### src/rtl/mem_pkg.sv
// mem_pkg: arbiter state encoding and grant mode encodings shared by the refill path.
package mem_pkg;
  typedef enum logic [1:0] {ARB_IDLE, ARB_ISSUE, ARB_WAIT, ARB_DELIVER} arb_state_t;
  localparam logic [1:0] MODE_I    = 2'b10;
  localparam logic [1:0] MODE_D    = 2'b01;
  localparam logic [1:0] MODE_NONE = 2'b00;
endpackage

### src/rtl/refill_timeout_ctr.sv
// refill_timeout_ctr: counts WAIT cycles; load marks the first WAIT cycle as 1,
// expire is high during the TIMEOUT_CYCLES-th WAIT cycle.
module refill_timeout_ctr
  import mem_pkg::*;
#(
  parameter int TIMEOUT_CYCLES = 4096
) (
  input  logic CLK,
  input  logic resetn,
  input  logic load,
  input  logic en,
  output logic expire
);
  localparam int CW = $clog2(TIMEOUT_CYCLES + 1);
  logic [CW-1:0] cnt_q, cnt_d;
  always_comb begin
    expire = cnt_q == CW'(TIMEOUT_CYCLES);
    cnt_d  = load ? CW'(1) : (en && !expire) ? cnt_q + CW'(1) : cnt_q;
  end
  always_ff @(posedge CLK or negedge resetn)
    if (!resetn) cnt_q <= '0;
    else cnt_q <= cnt_d;
endmodule

### src/rtl/flash_refill_arbiter.sv
// flash_refill_arbiter: shares one SPI flash reader between L1I and L1D refills.
// Define ARB_STATS_EN to get saturating per-cache grant counters.
module flash_refill_arbiter
  import mem_pkg::*;
#(
  parameter int ADDR_W         = 20,
  parameter int DATA_W         = 32,
  parameter int STARVE_LIMIT   = 4,
  parameter int TIMEOUT_CYCLES = 4096,
  parameter int STAT_W         = 16
) (
  input  logic              CLK,
  input  logic              resetn,
  input  logic              icache_req,
  input  logic [ADDR_W-1:0] icache_addr,
  input  logic              dcache_req,
  input  logic [ADDR_W-1:0] dcache_addr,
  input  logic              spi_ready,
  output logic              spi_start,
  output logic [ADDR_W-1:0] spi_addr,
  input  logic              spi_data_valid,
  input  logic [DATA_W-1:0] spi_data,
  output logic [DATA_W-1:0] fill_data,
  output logic              icache_fill,
  output logic              dcache_fill,
  output logic [1:0]        mode,
  output logic              busy,
  output logic              timeout_err,
  output logic [STAT_W-1:0] icache_grants,
  output logic [STAT_W-1:0] dcache_grants
);
  localparam int SW = $clog2(STARVE_LIMIT + 1);
  arb_state_t        state_q, state_d;
  logic [ADDR_W-1:0] spi_addr_q, spi_addr_d;
  logic [DATA_W-1:0] fill_data_q, fill_data_d;
  logic [1:0]        mode_q, mode_d;
  logic [SW-1:0]     starve_q, starve_d;
  logic              grant, i_win, issue, expire;

  refill_timeout_ctr #(.TIMEOUT_CYCLES(TIMEOUT_CYCLES)) u_tmo (
    .CLK    (CLK),
    .resetn (resetn),
    .load   (issue),
    .en     (state_q == ARB_WAIT),
    .expire (expire)
  );

  always_ff @(posedge CLK or negedge resetn)
    if (!resetn) begin
      state_q     <= ARB_IDLE;
      spi_addr_q  <= '0;
      fill_data_q <= '0;
      mode_q      <= MODE_NONE;
      starve_q    <= '0;
    end else begin
      state_q     <= state_d;
      spi_addr_q  <= spi_addr_d;
      fill_data_q <= fill_data_d;
      mode_q      <= mode_d;
      starve_q    <= starve_d;
    end

  always_comb begin
    state_d = state_q;
    case (state_q)
      ARB_IDLE:  state_d = grant ? ARB_ISSUE : ARB_IDLE;
      ARB_ISSUE: state_d = spi_ready ? ARB_WAIT : ARB_ISSUE;
      ARB_WAIT:  state_d = spi_data_valid ? ARB_DELIVER : expire ? ARB_IDLE : ARB_WAIT;
      default:   state_d = ARB_IDLE;
    endcase
  end

  // D normally wins; I is forced through once D has been granted STARVE_LIMIT times in a row
  always_comb begin
    grant       = state_q == ARB_IDLE && (icache_req || dcache_req);
    i_win       = icache_req && (!dcache_req || starve_q == SW'(STARVE_LIMIT));
    issue       = state_q == ARB_ISSUE && spi_ready;
    spi_addr_d  = grant ? (i_win ? icache_addr : dcache_addr) : spi_addr_q;
    fill_data_d = (state_q == ARB_WAIT && spi_data_valid) ? spi_data : fill_data_q;
    mode_d      = grant ? (i_win ? MODE_I : MODE_D) :
                  (state_q == ARB_DELIVER || timeout_err) ? MODE_NONE : mode_q;
    starve_d    = (!icache_req || (grant && i_win)) ? '0 :
                  (grant && starve_q < SW'(STARVE_LIMIT)) ? starve_q + SW'(1) : starve_q;
  end

  always_comb begin
    spi_start   = issue;
    spi_addr    = spi_addr_q;
    fill_data   = fill_data_q;
    mode        = mode_q;
    busy        = state_q != ARB_IDLE;
    timeout_err = state_q == ARB_WAIT && !spi_data_valid && expire;
    icache_fill = state_q == ARB_DELIVER && mode_q == MODE_I && icache_req;
    dcache_fill = state_q == ARB_DELIVER && mode_q == MODE_D && dcache_req;
  end

`ifdef ARB_STATS_EN
  logic [STAT_W-1:0] i_grants_q, i_grants_d, d_grants_q, d_grants_d;
  always_comb begin
    i_grants_d = (issue && mode_q == MODE_I && !(&i_grants_q)) ? i_grants_q + STAT_W'(1) : i_grants_q;
    d_grants_d = (issue && mode_q == MODE_D && !(&d_grants_q)) ? d_grants_q + STAT_W'(1) : d_grants_q;
  end
  always_ff @(posedge CLK or negedge resetn)
    if (!resetn) begin
      i_grants_q <= '0;
      d_grants_q <= '0;
    end else begin
      i_grants_q <= i_grants_d;
      d_grants_q <= d_grants_d;
    end
  assign icache_grants = i_grants_q;
  assign dcache_grants = d_grants_q;
`else
  assign icache_grants = '0;
  assign dcache_grants = '0;
`endif
endmodule

### config.mk
export PLATFORM = sky130hd
export DESIGN_NAME = flash_refill_arbiter
export DESIGN_NICKNAME = d
export VERILOG_FILES = /design/src/rtl/mem_pkg.sv /design/src/rtl/refill_timeout_ctr.sv /design/src/rtl/flash_refill_arbiter.sv
export SDC_FILE = /design/constraint.sdc
export NUM_CORES = 1
export LEC_CHECK = 0
export BUFFER_PORTS_ARGS = -buffer_cell sky130_fd_sc_hd__buf_2
export CORE_ASPECT_RATIO = 2
export CORE_MARGIN = 2
export CORE_UTILIZATION = 42
export CTS_CLUSTER_DIAMETER = 150
export DETAILED_ROUTE_END_ITERATION = 10
export GPL_ROUTABILITY_DRIVEN = 0
export GPL_TIMING_DRIVEN = 1
export PLACE_DENSITY = 0.86
export SYNTH_ARGS = -nofsm -noshare
export SYNTH_HDL_FRONTEND = slang
export SYNTH_SLANG_ARGS = --single-unit
### constraint.sdc
create_clock -name CLK -period 1.51 [get_ports CLK]
set_input_delay 0.2265 -clock CLK [delete_from_list [all_inputs] [get_ports CLK]]
set_output_delay 0.2265 -clock CLK [all_outputs]
set_load 0.01 [all_outputs]
==> flow_summary.yaml <==
sta:
  finClkSkew_ns: 0.00599
  finalCritPeriodShare: 1.22
  final.setup.worst_slack_ns: -0.335
  hold_viol: 0
  max_freq_mhz: 542
  relSlewSlack: 0.558
  tightestPinTransition_ns: 0.662
  setup_viol: 35
  period_minus_slack_ns: 1.84
  final_max_slew_viol_count: 0
  rsz0062_at_grt: "true"
  hold_ws_ns: 0.113
  fin_tns_setup_ns: -2.36
pwr:
  ir_worst_vdd_v: 0.00111
  powerDensity_nw_per_um2: 1830
  power_mw: 9.58
  p_leak_nw: 2.66
worst_setup_path:
  crit_path_max_fanout: 2
  r2r_cells: 7
  start_kind: "register"
  r2r_setup_slack_ns: -0.25
  reg2reg_to: "u_tmo.cnt_q[1]"
  crit_arrival_ns: 1.62
  required_ns: 1.28
  endpoint_kind: "output pin"
  critPathKind: "register to output pin"
  crit_start: "u_tmo.cnt_q[1]"
  crit_chain: "inv_2 -> ha_4 -> nor4b_4 -> nand4_1 -> inv_1 -> buf_2"
  cp_num_buf_inv: 3
  worstReg2RegStart: "u_tmo.cnt_q[0]"
  worst_path_max_delay_cell: "dfrtp_1"
  slowest_delay_ns: 0.40
  critical-path-top-delay-family: "simple AND/OR/NAND/NOR gates"
clocking:
  cts_sinks: 72
  clock_insertion_delay_worst_skew_ns: 0.32
  root_buffer: "clkbuf_16"
  cts_tree: "done"
  clockBufferDepth: 2
  clk_pin_slew_worst_paths_ns: 0.06
  cts_made_buffers: 9
  h-tree-depth: 3
floorplanning:
  core_region_area_um2: 8170
  dieArea_um2: 9100
  die_height_um: 133
  rows: 47
  initial_utilization: 0.427
  die_width_um: 68.5
  top_level_ports: 169
flow_run:
  max_cap_violations: 0
outcome:
  failed_checks: "negative setup slack"
  status: "complete, but fails checks"
route:
  routed_wl_mm: 10.7
  vias: 3168
  dr.pass1.iters: 4
  ant_nets: 0
  drt-initial-drc-count: 122
  avgViaCountPerCell: 5.38
  drc: 0
  wl_per_cell_um: 18.1
cells_and_area:
  layoutNonFillerInstCount: 589
  n_antenna_cell: 0
  final_nets: 569
  final_cell_mix: "134 x buf_2, 72 x dfrtp_1, 40 x buf_4"
  layout.cells.most_common: "buf_2"
  drive_gt1_frac: 0.544
  syn_to_final_growth_pct: 50.1
logic_synthesis:
  ys_ff_latch: 72
  yosys.area.top_type: "dfrtp_1"
  synth_area_leaders: "dfrtp_1 52%, buf_4 7.1%, mux2_2 5.8%"
  synth_area_per_cell_um2: 12.0
  netlist_area_um2: 3490
  synth_edf_count: 0
  ys.flop_type: "dfrtp_1"
  syn_inst: 291
  ys_types: 43
  yosys_warnings: 0
  synth_top_area_share: 0.516
  synth-seq-area-share: 0.516
  async_reset_ff_frac: 1.00
grt:
  gr-total-overflow: 0
  grt_max_degree: 73
  grt_pass1_vias: 3299
  grt_pass1_wl_mm: 15.1
  antenna_found_initial: 0
  gr-usage-all-layers: 0.220
place:
  dp_hpwl_mm: 6.60
  pre_cts_slack_ns: -0.681
  io_buffers: 136
  dp.cells: 540
min_path:
  hold_path_class: "input pin to register"
  worstHoldStart: "spi_data[30]"
  hold_depth: 2
  whs_endpoint: "fill_data[30]"
-- metrics by stage --
| step | util | area (um2) |
|---|---|---|
| after global routing | 0.641 | 5240 |
| after CTS | 0.593 | 4850 |
| final | 0.641 | 5240 |
| after floorplan | - | 3610 |
| after detailed placement | 0.534 | 4360 |
| after global placement | 0.534 | 4360 |
-- per-layer routing --
metal  vias up  share of wire  track usage
met5         -              0            0
met4         0          0.038        0.123
met3        33          0.050       0.0315
met2       161           0.59        0.397
met1      1576           0.32        0.226
li1       1398              -            -
-- cells in the mapped netlist (3+ instances only) --
library cell / number
a21oi_1: 7
a21boi_0: 20
buf_4: 33
o21ai_0: 3
inv_1: 8
or4_1: 3
buf_2: 7
ha_1: 4
mux2_2: 18
nor3_1: 4
a221o_1: 20
nor4_1: 4
nand3_1: 6
mux2i_1: 6
nand2b_1: 3
mux2_1: 15
dfrtp_1: 72
nand2_1: 14
clkbuf_1: 5
nor2_1: 5
o31ai_1: 4
-- worst max path at each step --
stage,slack (ns),depth (start not counted),end
finish,-0.33,6,timeout_err
global route,-0.43,6,timeout_err
CTS,-0.22,6,timeout_err
detailed placement,-0.68,6,mode[1]
global placement,-0.53,6,mode[1]
floorplan,0.03,5,u_tmo.cnt_q[1]
-- area by class of cell --
| cell class | instances | area, um2 |
|---|---|---|
| sequential | 72 | 1800 |
| inverter | 11 | 47.5 |
| multi-input combinational | 195 | 1680 |
| fill | 589 | 2940 |
| clock buffer | 10 | 229 |
| clock inverter | 5 | 25.0 |
| timing repair buffer | 198 | 1340 |
| tap | 98 | 123 |
-- report_power, final --
group / switching, mW / internal (mW) / total, mW
registers: 0.492 / 2.74 / 3.23
clock network: 0.755 / 1.09 / 1.84
logic: 2.15 / 2.37 / 4.51
total: 3.39 / 6.19 / 9.58
-- repair_timing --
action	4_1_cts	5_1_grt
resized for setup	21	43
setup buffers	11	18
cloned	2	3
setup endpoints to repair	30	39
pin swaps	6	40
endpoints found under the hold margin	72	0
hold buffers	1	0
-- cell families after synthesis --
logic type / count (synthesis) / synth area share
DFF: 72 / 0.516
AOI/OAI and AO/OA: 63 / 0.145
buffers and inverters: 56 / 0.0982
and+or+nand+nor: 56 / 0.101
muxes: 39 / 0.124
adders and majority gates: 4 / 0.0143
other: 1 / 0.00107
-- flip-flops by register name, summed over array words and instances (netlist names) --
name	flops
fill_data	32
mode	2
spi_addr	20
starve_q	3
state_q	2
u_tmo.cnt_q	13
No activity file was read; power rests on OpenSTA's default activity.
